`config.mk`:
```
export PLATFORM = sky130hd
export DESIGN_NAME = epp_bram_responder_flat
export DESIGN_NICKNAME = d
export VERILOG_FILES = /design/src/rtl/epp_bram_responder_if.sv /design/src/rtl/epp_bram_responder.sv /design/src/flat_wrapper.sv
export SDC_FILE = /design/constraint.sdc
export NUM_CORES = 1
export LEC_CHECK = 0
export BUFFER_PORTS_ARGS = -buffer_cell sky130_fd_sc_hd__buf_2
export CAP_MARGIN = 15
export CORE_MARGIN = 8
export CORE_UTILIZATION = 58
export DETAILED_ROUTE_END_ITERATION = 10
export PLACE_DENSITY = 0.89
export REMOVE_ABC_BUFFERS = 1
export SLEW_MARGIN = 25
export SYNTH_ARGS = -nofsm -noshare
export SYNTH_HDL_FRONTEND = slang
export SYNTH_SLANG_ARGS = --single-unit
```
`constraint.sdc`:
```
create_clock -name clk -period 4.7 [get_ports clk]
set_input_delay 0.94 -clock clk [delete_from_list [all_inputs] [get_ports clk]]
set_output_delay 0.94 -clock clk [all_outputs]
set_load 0.02 [all_outputs]
```
`src/rtl/epp_bram_responder_if.sv`:
```
// rtl/epp_bram_responder_if.sv - EPP host pins plus BRAM port bundle for epp_bram_responder
//
// Signals:
//   eppDataStb, eppAddrStb : active-low host strobes (asynchronous to clk)
//   eppWrite               : 0 = host write, 1 = host read
//   eppDataIn/eppDataOut   : host data bus, in and out
//   eppDataOe              : drive enable for the external tristate
//   eppWait                : handshake back to host, 1 = cycle accepted
//   busBramAddr            : BRAM address (auto-incrementing pointer)
//   busBramDout/busBramWe  : BRAM write data and one-cycle write enable
//   busBramDin             : BRAM read data, one cycle after the address
// Modports: master = host pins plus BRAM model side, slave = responder.
interface epp_bram_responder_if #(
    parameter int ADDR_W = 12
);
    logic              eppDataStb;
    logic              eppAddrStb;
    logic              eppWrite;
    logic [7:0]        eppDataIn;
    logic [7:0]        eppDataOut;
    logic              eppDataOe;
    logic              eppWait;
    logic [ADDR_W-1:0] busBramAddr;
    logic [7:0]        busBramDout;
    logic              busBramWe;
    logic [7:0]        busBramDin;

    modport master (
        output eppDataStb, eppAddrStb, eppWrite, eppDataIn, busBramDin,
        input  eppDataOut, eppDataOe, eppWait, busBramAddr, busBramDout, busBramWe
    );

    modport slave (
        input  eppDataStb, eppAddrStb, eppWrite, eppDataIn, busBramDin,
        output eppDataOut, eppDataOe, eppWait, busBramAddr, busBramDout, busBramWe
    );
endinterface

```
`src/rtl/epp_bram_responder.sv`:
```
// rtl/epp_bram_responder.sv - EPP device-side responder moving bytes to/from a 4K x 8 BRAM
//
// Ports:
//   clk : system clock, rising edge
//   rst : asynchronous active-high reset
//   bus : epp_bram_responder_if.slave (EPP host pins and BRAM port)
// Registers (selected by the low two bits of an address write):
//   0 PTR_LO, 1 PTR_HI, 2 DATA (BRAM access, pointer auto-increment),
//   3 STATUS (read-only, bit0 wrap, bit1 timeout, cleared on read)
// Optional feature macro: EPP_TIMEOUT_EN (wait-release timeout of TIMEOUT_CYC cycles).
module epp_bram_responder #(
    parameter int ADDR_W      = 12,
    parameter int SYNC_STAGES = 2,
    parameter int TIMEOUT_CYC = 255
) (
    input  logic                  clk,
    input  logic                  rst,
    epp_bram_responder_if.slave   bus
);
    typedef enum logic [2:0] {
        IDLE, ADDR_WR, ADDR_RD, DATA_WR, DATA_RD, RD_LATCH, WAIT_REL
    } state_t;

    state_t state, state_n;

    logic [SYNC_STAGES-1:0] ds_sync, as_sync, wr_sync;
    logic ds_s, as_s, wr_s;
    logic ds_prev, as_prev, idle_prev;
    logic addr_fall, data_fall;

    logic [1:0]        sel;
    logic [7:0]        data_q;
    logic [7:0]        dout_q;
    logic [ADDR_W-1:0] ptr;
    logic              wrap, tmo;
    logic              cyc_read, cyc_data;
    logic              strobe_s, release_c, timed_out;

    assign ds_s = ds_sync[SYNC_STAGES-1];
    assign as_s = as_sync[SYNC_STAGES-1];
    assign wr_s = wr_sync[SYNC_STAGES-1];

    // A fall only counts if the strobe was seen high while already idle, so a
    // strobe still low from the previous cycle (or a timeout) is never re-detected.
    // The address strobe wins a tie; the data strobe waits until both are high.
    assign addr_fall = idle_prev & as_prev & ~as_s;
    assign data_fall = idle_prev & ds_prev & ~ds_s & as_s;

    always_ff @(posedge clk or posedge rst) begin
        if (rst) begin
            ds_sync   <= '1;
            as_sync   <= '1;
            wr_sync   <= '1;
            ds_prev   <= 1'b1;
            as_prev   <= 1'b1;
            idle_prev <= 1'b1;
        end else begin
            ds_sync   <= (ds_sync << 1) | SYNC_STAGES'(bus.eppDataStb);
            as_sync   <= (as_sync << 1) | SYNC_STAGES'(bus.eppAddrStb);
            wr_sync   <= (wr_sync << 1) | SYNC_STAGES'(bus.eppWrite);
            ds_prev   <= ds_s;
            as_prev   <= as_s;
            idle_prev <= (state == IDLE);
        end
    end

`ifdef EPP_TIMEOUT_EN
    localparam int CNT_W = $clog2(TIMEOUT_CYC + 1);
    logic [CNT_W-1:0] cnt;

    always_ff @(posedge clk or posedge rst) begin
        if (rst)
            cnt <= '0;
        else if (state == WAIT_REL)
            cnt <= cnt + CNT_W'(1);
        else
            cnt <= '0;
    end
`endif

    always_ff @(posedge clk or posedge rst) begin
        if (rst)
            state <= IDLE;
        else
            state <= state_n;
    end

    always_comb begin
        state_n   = state;
        release_c = 1'b0;
        timed_out = 1'b0;
        strobe_s  = cyc_data ? ds_s : as_s;
        case (state)
            IDLE: begin
                if (addr_fall)
                    state_n = wr_s ? ADDR_RD : ADDR_WR;
                else if (data_fall)
                    state_n = wr_s ? RD_LATCH : DATA_WR;
            end
            ADDR_WR, ADDR_RD, DATA_WR, DATA_RD: state_n = WAIT_REL;
            RD_LATCH: state_n = DATA_RD;
            WAIT_REL: begin
                if (strobe_s) begin
                    release_c = 1'b1;
                    state_n   = IDLE;
                end
`ifdef EPP_TIMEOUT_EN
                else if (cnt == CNT_W'(TIMEOUT_CYC - 1)) begin
                    timed_out = 1'b1;
                    state_n   = IDLE;
                end
`endif
            end
            default: state_n = IDLE;
        endcase
    end

    always_ff @(posedge clk or posedge rst) begin
        if (rst) begin
            sel      <= '0;
            data_q   <= '0;
            dout_q   <= '0;
            ptr      <= '0;
            wrap     <= 1'b0;
            tmo      <= 1'b0;
            cyc_read <= 1'b0;
            cyc_data <= 1'b0;
        end else begin
            case (state)
                IDLE: begin
                    if (addr_fall) begin
                        cyc_data <= 1'b0;
                        cyc_read <= wr_s;
                        if (wr_s)
                            dout_q <= {6'b0, sel};
                        else
                            sel <= bus.eppDataIn[1:0];
                    end else if (data_fall) begin
                        cyc_data <= 1'b1;
                        cyc_read <= wr_s;
                        data_q   <= bus.eppDataIn;
                    end
                end
                DATA_WR: begin
                    case (sel)
                        2'd0:    ptr <= {ptr[ADDR_W-1:8], data_q};
                        2'd1:    ptr <= ADDR_W'({data_q, ptr[7:0]});
                        default: ;
                    endcase
                end
                RD_LATCH: begin
                    case (sel)
                        2'd0: dout_q <= ptr[7:0];
                        2'd1: dout_q <= 8'(ptr >> 8);
                        2'd2: dout_q <= bus.busBramDin;
                        default: begin
                            dout_q <= {6'b0, tmo, wrap};
                            wrap   <= 1'b0;
                            tmo    <= 1'b0;
                        end
                    endcase
                end
                WAIT_REL: begin
                    if (release_c && cyc_data && (sel == 2'd2)) begin
                        ptr <= ptr + ADDR_W'(1);
                        if (&ptr)
                            wrap <= 1'b1;
                    end
                    if (timed_out)
                        tmo <= 1'b1;
                end
                default: ;
            endcase
        end
    end

    // Outputs are decoded from state so an asynchronous reset clears them at once.
    assign bus.eppWait     = (state != IDLE) && (state != RD_LATCH);
    assign bus.eppDataOe   = ((state == IDLE) && (addr_fall || data_fall) && wr_s)
                           || (state == ADDR_RD) || (state == RD_LATCH) || (state == DATA_RD)
                           || ((state == WAIT_REL) && cyc_read);
    assign bus.eppDataOut  = dout_q;
    assign bus.busBramAddr = ptr;
    assign bus.busBramDout = data_q;
    assign bus.busBramWe   = (state == DATA_WR) && (sel == 2'd2);
endmodule
```
`src/flat_wrapper.sv`:
```
// flat-port wrapper written by rule: the top's interface ports become plain ports
module epp_bram_responder_flat 
#(
    parameter int ADDR_W      = 12,
    parameter int SYNC_STAGES = 2,
    parameter int TIMEOUT_CYC = 255
)
  (clk, rst, bus_eppDataStb, bus_eppAddrStb, bus_eppWrite, bus_eppDataIn, bus_busBramDin, bus_eppDataOut, bus_eppDataOe, bus_eppWait, bus_busBramAddr, bus_busBramDout, bus_busBramWe);
  epp_bram_responder_if #(.ADDR_W(ADDR_W)) bus_i ();
  input  logic clk;
  input  logic rst;
  input wire logic [$bits(bus_i.eppDataStb)-1:0] bus_eppDataStb;
  input wire logic [$bits(bus_i.eppAddrStb)-1:0] bus_eppAddrStb;
  input wire logic [$bits(bus_i.eppWrite)-1:0] bus_eppWrite;
  input wire logic [$bits(bus_i.eppDataIn)-1:0] bus_eppDataIn;
  input wire logic [$bits(bus_i.busBramDin)-1:0] bus_busBramDin;
  output wire logic [$bits(bus_i.eppDataOut)-1:0] bus_eppDataOut;
  output wire logic [$bits(bus_i.eppDataOe)-1:0] bus_eppDataOe;
  output wire logic [$bits(bus_i.eppWait)-1:0] bus_eppWait;
  output wire logic [$bits(bus_i.busBramAddr)-1:0] bus_busBramAddr;
  output wire logic [$bits(bus_i.busBramDout)-1:0] bus_busBramDout;
  output wire logic [$bits(bus_i.busBramWe)-1:0] bus_busBramWe;
  assign bus_i.eppDataStb = bus_eppDataStb;
  assign bus_i.eppAddrStb = bus_eppAddrStb;
  assign bus_i.eppWrite = bus_eppWrite;
  assign bus_i.eppDataIn = bus_eppDataIn;
  assign bus_i.busBramDin = bus_busBramDin;
  assign bus_eppDataOut = bus_i.eppDataOut;
  assign bus_eppDataOe = bus_i.eppDataOe;
  assign bus_eppWait = bus_i.eppWait;
  assign bus_busBramAddr = bus_i.busBramAddr;
  assign bus_busBramDout = bus_i.busBramDout;
  assign bus_busBramWe = bus_i.busBramWe;
  epp_bram_responder #(.ADDR_W(ADDR_W), .SYNC_STAGES(SYNC_STAGES), .TIMEOUT_CYC(TIMEOUT_CYC)) u_core (.clk(clk), .rst(rst), .bus(bus_i));
endmodule
```
After elaboration in Yosys (flattened, before gate mapping)
Cells that the tools add are included.
Widths: inputs -> output; s select.
{"block": "word_totals", "reg_bits": 45, "wordCells": 102, "inputBits": 21, "output_inout_bits": 31}
{"block": "op_classes", "reduce_logical": 30, "addsub": 1, "n_eq_ne": 20, "n_mux": 24, "bitwise_logic": 12}
{"op": "$pmux 12 s2", "n": 2}
{"op": "$pmux 8 s3", "n": 1}
{"op": "$mux 8", "n": 2}
{"op": "$pmux 8 s2", "n": 1}
{"op": "$add 12x1->12 const B", "n": 1}
{"op": "$mux 12", "n": 1}
{"op": "$mux 3", "n": 4}
{"op": "$pmux 3 s4", "n": 1}
{"op": "$reduce_and 12->1", "n": 1}
{"op": "$reduce_and 4->1", "n": 3}
{"op": "$mux 1", "n": 10}
{"op": "$ne 2x1->1 const B", "n": 5}
{"op": "$ne 2x2->1 const B", "n": 5}
{"op": "$eq 3x3->1 const B", "n": 3}
{"op": "$reduce_and 3->1", "n": 3}
{"op": "$reduce_bool 2->1", "n": 4}
{"op": "$logic_and 1x1->1", "n": 7}
{"op": "$eq 3x2->1 const B", "n": 2}
{"op": "$or 2x1->2", "n": 3}
{"op": "$and 1x1->1", "n": 5}
{"op": "$logic_or 1x1->1", "n": 5}
{"op": "$not 1->1", "n": 4}
{"op": "$reduce_and 2->1", "n": 2}
{"op": "$reduce_or 4->1", "n": 1}
{"op": "other kinds (11)", "n": 11}

Depth between registers and ports, before layout
{"block": "depth", "depth_word": 10, "depth_mapped": 6, "mapped_depth_nobuf": 6}

Worst setup path before layout
OpenSTA, ideal clock, no wires.
{"block": "synth_path", "kind": "register to output", "startpoint": "register u_core.as_sync[1]", "endpoint": "output bus_eppDataOe", "path_slack_ns": 2.270, "t_required_ns": 3.760, "path_buffers": 0, "t_arrival_ns": 1.490, "path_stages_with_launch": 5, "cell_sequence": "dfstp_2 and3b_1 o21a_1 a211oi_1 a221oi_1"}
{"block": "synth_via", "elab_chain_cells": 9, "elab_cells_between_ends": 10, "classes_between": "3 x bitwise; 7 x reduce/logical"}
{"element": "from (decl)", "line_no": "epp_bram_responder.sv:26", "source": "logic [SYNC_STAGES-1:0] ds_sync, as_sync, wr_sync;"}
{"element": "from (signal assigned)", "line_no": "epp_bram_responder.sv:59", "source": "as_sync <= (as_sync << 1) | SYNC_STAGES'(bus.eppAddrStb);"}
{"element": "$not 1->1", "line_no": "epp_bram_responder.sv:46", "source": "assign addr_fall = idle_prev & as_prev & ~as_s;"}
{"element": "$and 1x1->1", "line_no": "epp_bram_responder.sv:46"}
{"element": "$logic_or 1x1->1 *", "line_no": "epp_bram_responder.sv:179", "source": "assign bus.eppDataOe = ((state == IDLE) && (addr_fall || data_fall) && wr_s)"}
{"element": "$logic_and 1x1->1 * (2 in series)", "line_no": "epp_bram_responder.sv:179"}
{"element": "$logic_or 1x1->1 * (3 in series)", "line_no": "epp_bram_responder.sv:180", "source": "|| (state == ADDR_RD) || (state == RD_LATCH) || (state == DATA_RD)"}
{"element": "$logic_or 1x1->1 *", "line_no": "epp_bram_responder.sv:181", "source": "|| ((state == WAIT_REL) && cyc_read);"}
{"element": "to (decl)", "line_no": "flat_wrapper.sv:18", "source": "output wire logic [$bits(bus_i.eppDataOe)-1:0] bus_eppDataOe;"}
Mark *: on every way between the ends. The rest lies on a longest branch, timed or not.

Worst setup path in the final report
{"block": "layout_path", "startpoint": "register u_core.ds_sync[1]", "endpoint": "output bus_eppDataOe"}
{"block": "layout_via", "elab_chain_cells": 10}
{"element": "from (decl)", "line_no": "epp_bram_responder.sv:26"}
{"element": "from (signal assigned)", "line_no": "epp_bram_responder.sv:58", "source": "ds_sync <= (ds_sync << 1) | SYNC_STAGES'(bus.eppDataStb);"}
{"element": "$not 1->1", "line_no": "epp_bram_responder.sv:47", "source": "assign data_fall = idle_prev & ds_prev & ~ds_s & as_s;"}
{"element": "$and 1x1->1 (2 in series)", "line_no": "epp_bram_responder.sv:47"}
{"element": "$logic_or 1x1->1", "line_no": "epp_bram_responder.sv:179"}
{"element": "$logic_and 1x1->1 (2 in series)", "line_no": "epp_bram_responder.sv:179"}
{"element": "$logic_or 1x1->1 (3 in series)", "line_no": "epp_bram_responder.sv:180"}
{"element": "$logic_or 1x1->1", "line_no": "epp_bram_responder.sv:181"}
No other way between the ends.

==> reports/metrics.csv <==
stage,metric,value,unit
die,Die H,79.3,um
die,core area,3910,um2
routing,drt first pass iters,5,
synthesis,combinational family with the most area after synthesis,compound AO/OA/AOI/OAI gates,
finish,most frequent cells in the layout,"buf_2 (51), dfrtp_1 (36), o21ai_0 (16)",
place,placed insts,303,
sta,Period minus WS final,2.69,ns
run,maxcap violations,0,
critical_path,Worst setup EP type,output port,
place,post-DP HPWL,3980,um
critical_path,R2R depth,4,
synthesis,sequential share of the synthesized area,48.9,%
worst_hold_path,HP Class,reg2reg,
global_route,global routing usage on met2,28.3,%
global_route,vias in the first global route,1839,
clock_tree,CTS root buf,clkbuf_8,
sta,Relative slew margins,47.9,%
critical_path,WP data arrival,1.75,ns
clock_tree,CTS Buf Count,5,
die,die area,6290,um2
power_and_ir_drop,Pwr per Cell Area,598,nW/um2
place,post-placement setup slack,2.18,ns
sta,Max Slew Vio Count,0,
place,GP Congestion,0.886,
critical_path,CP Class,reg2out,
clock_tree,# hold bufs at CTS,0,
synthesis,Synth Area in Compound Gates,17.8,%
finish,Non-Filler Instances,311,
power_and_ir_drop,Final Power,1.61,mW
sta,fmax,372,MHz
critical_path,crit-path max FO,4,
critical_path,Worst setup SP type,flop,
routing,Vias,1919,
clock_tree,htree depth,2,
sta,Least-Margin Pin Slew,0.779,ns
finish,"most common cell after layout, fill and taps aside",buf_2,
global_route,GRT busiest layer,met2,
finish,Final Net Count,284,
synthesis,mux cell area share after synthesis,12.4,%
synthesis,synthesized flop and latch total,45,
finish,share of layout cells above drive strength 1,34.5,%
clock_tree,CTS sink cnt,45,
finish,Post-Route Utilization,68.8,%
global_route,Tot GR Track Use,18.1,%
routing,final wirelength,5500,um
sta,final worst slack,2.01,ns
routing,wire per inst,17.7,um
sta,RSZ-0062 raised after global routing,false,
synthesis,YS warnings,0,
sta,endpoints failing setup,0,
global_route,initial antenna violation count,0,
critical_path,Worst EP required,3.76,ns
die,die width,79.3,um
global_route,met3 Use GR,3.95,%
routing,Final ANT Viol Nets,0,
global_route,largest net degree at the start of global routing,32,
worst_hold_path,Worst Hold Depth,0,
run_status,status,"complete, no violations",
die,row count,23,
clock_tree,TritonCTS clock tree,built,
synthesis,post-synthesis cell type count,48,
synthesis,cells after synthesis,213,
power_and_ir_drop,Lkg Pwr,1.24,nW
die,number of I/O pins,52,
routing,vias per cell,6.17,
clock_tree,clock tree buffer depth,2,
place,port bufs,51,
sta,final hold violations,0,
clock_tree,clock-pin slew on the worst setup and hold paths,0.08,ns
global_route,gr ovfl total,0,
sta,setup TNS,0,ns
clock_tree,post_cts resized,0,
power_and_ir_drop,Max VDD drop,0.316,mV
finish,Antenna Diode Count,0,
synthesis,Post-Synthesis Cell Area,2320,um2
synthesis,simple-gate share of the synthesized area,14.6,%
synthesis,Adder-Cell Fraction of Synth Area,1.62,%
global_route,M1 GR Usage,23.4,%
sta,Final Skew,0.00883,ns
synthesis,mean post-synth cell area,10.9,um2
global_route,first-pass GRT wire length,9050,um
synthesis,post-synthesis xor/xnor area fraction,0,%
clock_tree,post-CTS setup buffer count,0,
routing,number of remaining DRC errors,0,
sta,Final period util,57.2,%
die,Starting Density,59.4,%
finish,area grow syn2layout,15.8,%
clock_tree,Worst-Skew Late Latency,0.30,ns
routing,initial drt markers,235,
[worst max-delay path, stage by stage, from the launching register on]
cell and delay [ns]:
dfstp_2 0.56, and3b_1 0.19, o21a_1 0.22, a211oi_1 0.23, a221oi_1 0.07, buf_2 0.18
[kinds of logic after synthesis]
logic type / after synthesis
adders and majority gates: 3
AOI/OAI and AO/OA: 61
and+or+nand+nor: 62
buffers and inverters: 18
muxes: 24
DFF: 45
[where the power goes]
group	internal, mW	switching (mW)
registers	0.507	0.156
logic	0.264	0.377
clock network	0.173	0.133
[per-layer routing]
| metal | share of wire (%) | vias to the layer above | wire (um) |
|---|---|---|---|
| met3 | 8.8 | 12 | 485 |
| met2 | 47 | 116 | 2610 |
| met1 | 42 | 911 | 2290 |
| met5 | 0 | - | 0 |
| met4 | 2.2 | 0 | 119 |
| li1 | - | 880 | - |
[synth_stat cells, drive strengths merged]
cell	number	area (um2)
o21a	2	15.0
a22o	1	8.76
mux2	15	199
a41o	1	10.0
mux2i	9	90.1
a31oi	5	46.3
a32o	2	20.0
nor3b	1	7.51
dfstp	9	236
a311oi	2	17.5
inv	6	27.5
nand4b	1	8.76
nand2	14	52.6
nor2b	5	31.3
a21oi	13	65.1
nor3	3	15.0
nor2	13	48.8
buf	9	66.3
and2	2	12.5
nand4bb	1	11.3
o21ai	16	80.1
clkbuf	3	11.3
dfrtp	36	901
nand3b	3	22.5
and4	1	8.76
and3b	3	26.3
a221oi	3	26.3
nand2b	3	18.8
a31o	1	8.76
nand3	7	35.0
o22ai	4	31.3
o32ai	2	17.5
ha	3	37.5
nand4	2	12.5
or3	1	11.3
o31ai	3	22.5
a21o	1	7.51
o21bai	1	7.51
a211oi	2	15.0
a22oi	2	15.0
and3	2	17.5
[registers in the layout, indices dropped and copies added, names as in the netlist, 2 cells and up]
| signal | count |
|---|---|
| u_core.sel | 2 |
| u_core.as_sync | 2 |
| u_core.bus.eppDataOut | 8 |
| u_core.ds_sync | 2 |
| u_core.wr_sync | 2 |
| u_core.state | 3 |
| u_core.bus.busBramAddr | 12 |
| u_core.bus.busBramDout | 8 |
[final cells by class]
type | instances | area [um2]
clock inverter | 2 | 37.5
timing repair buffer | 52 | 263
sequential | 45 | 1140
inverter | 6 | 27.5
multi-input combinational | 150 | 1080
tap | 50 | 62.6
fill | 292 | 1220
clock buffer | 6 | 82.6
[stage by stage]
step	hold WS, ns	cell area, um2
after floorplan	0.345	2250
after global placement	0.346	2570
after detailed placement	0.348	2570
after CTS	0.360	2690
after global routing	0.362	2690
final	0.354	2690
[path summary, 6_finish.rpt]
check | from | end | slack [ns]
min | u_core.wr_sync[0]$_DFF_PP1_ | u_core.wr_sync[1]$_DFF_PP1_ | 0.35
max | u_core.ds_sync[1]$_DFF_PP1_ | bus_eppDataOe | 2.01
max in group asynchronous | rst | u_core.idle_prev$_DFF_PP1_ | 3.35
max reg2reg | u_core.state[0]$_DFFE_PP0P_ | u_core.bus.busBramAddr[0]$_DFFE_PP0P_ | 2.10
min reg2reg | u_core.wr_sync[0]$_DFF_PP1_ | u_core.wr_sync[1]$_DFF_PP1_ | 0.35
min in group asynchronous | rst | u_core.bus.busBramAddr[5]$_DFFE_PP0P_ | 0.59
No activity file was read; power rests on OpenSTA's default activity.
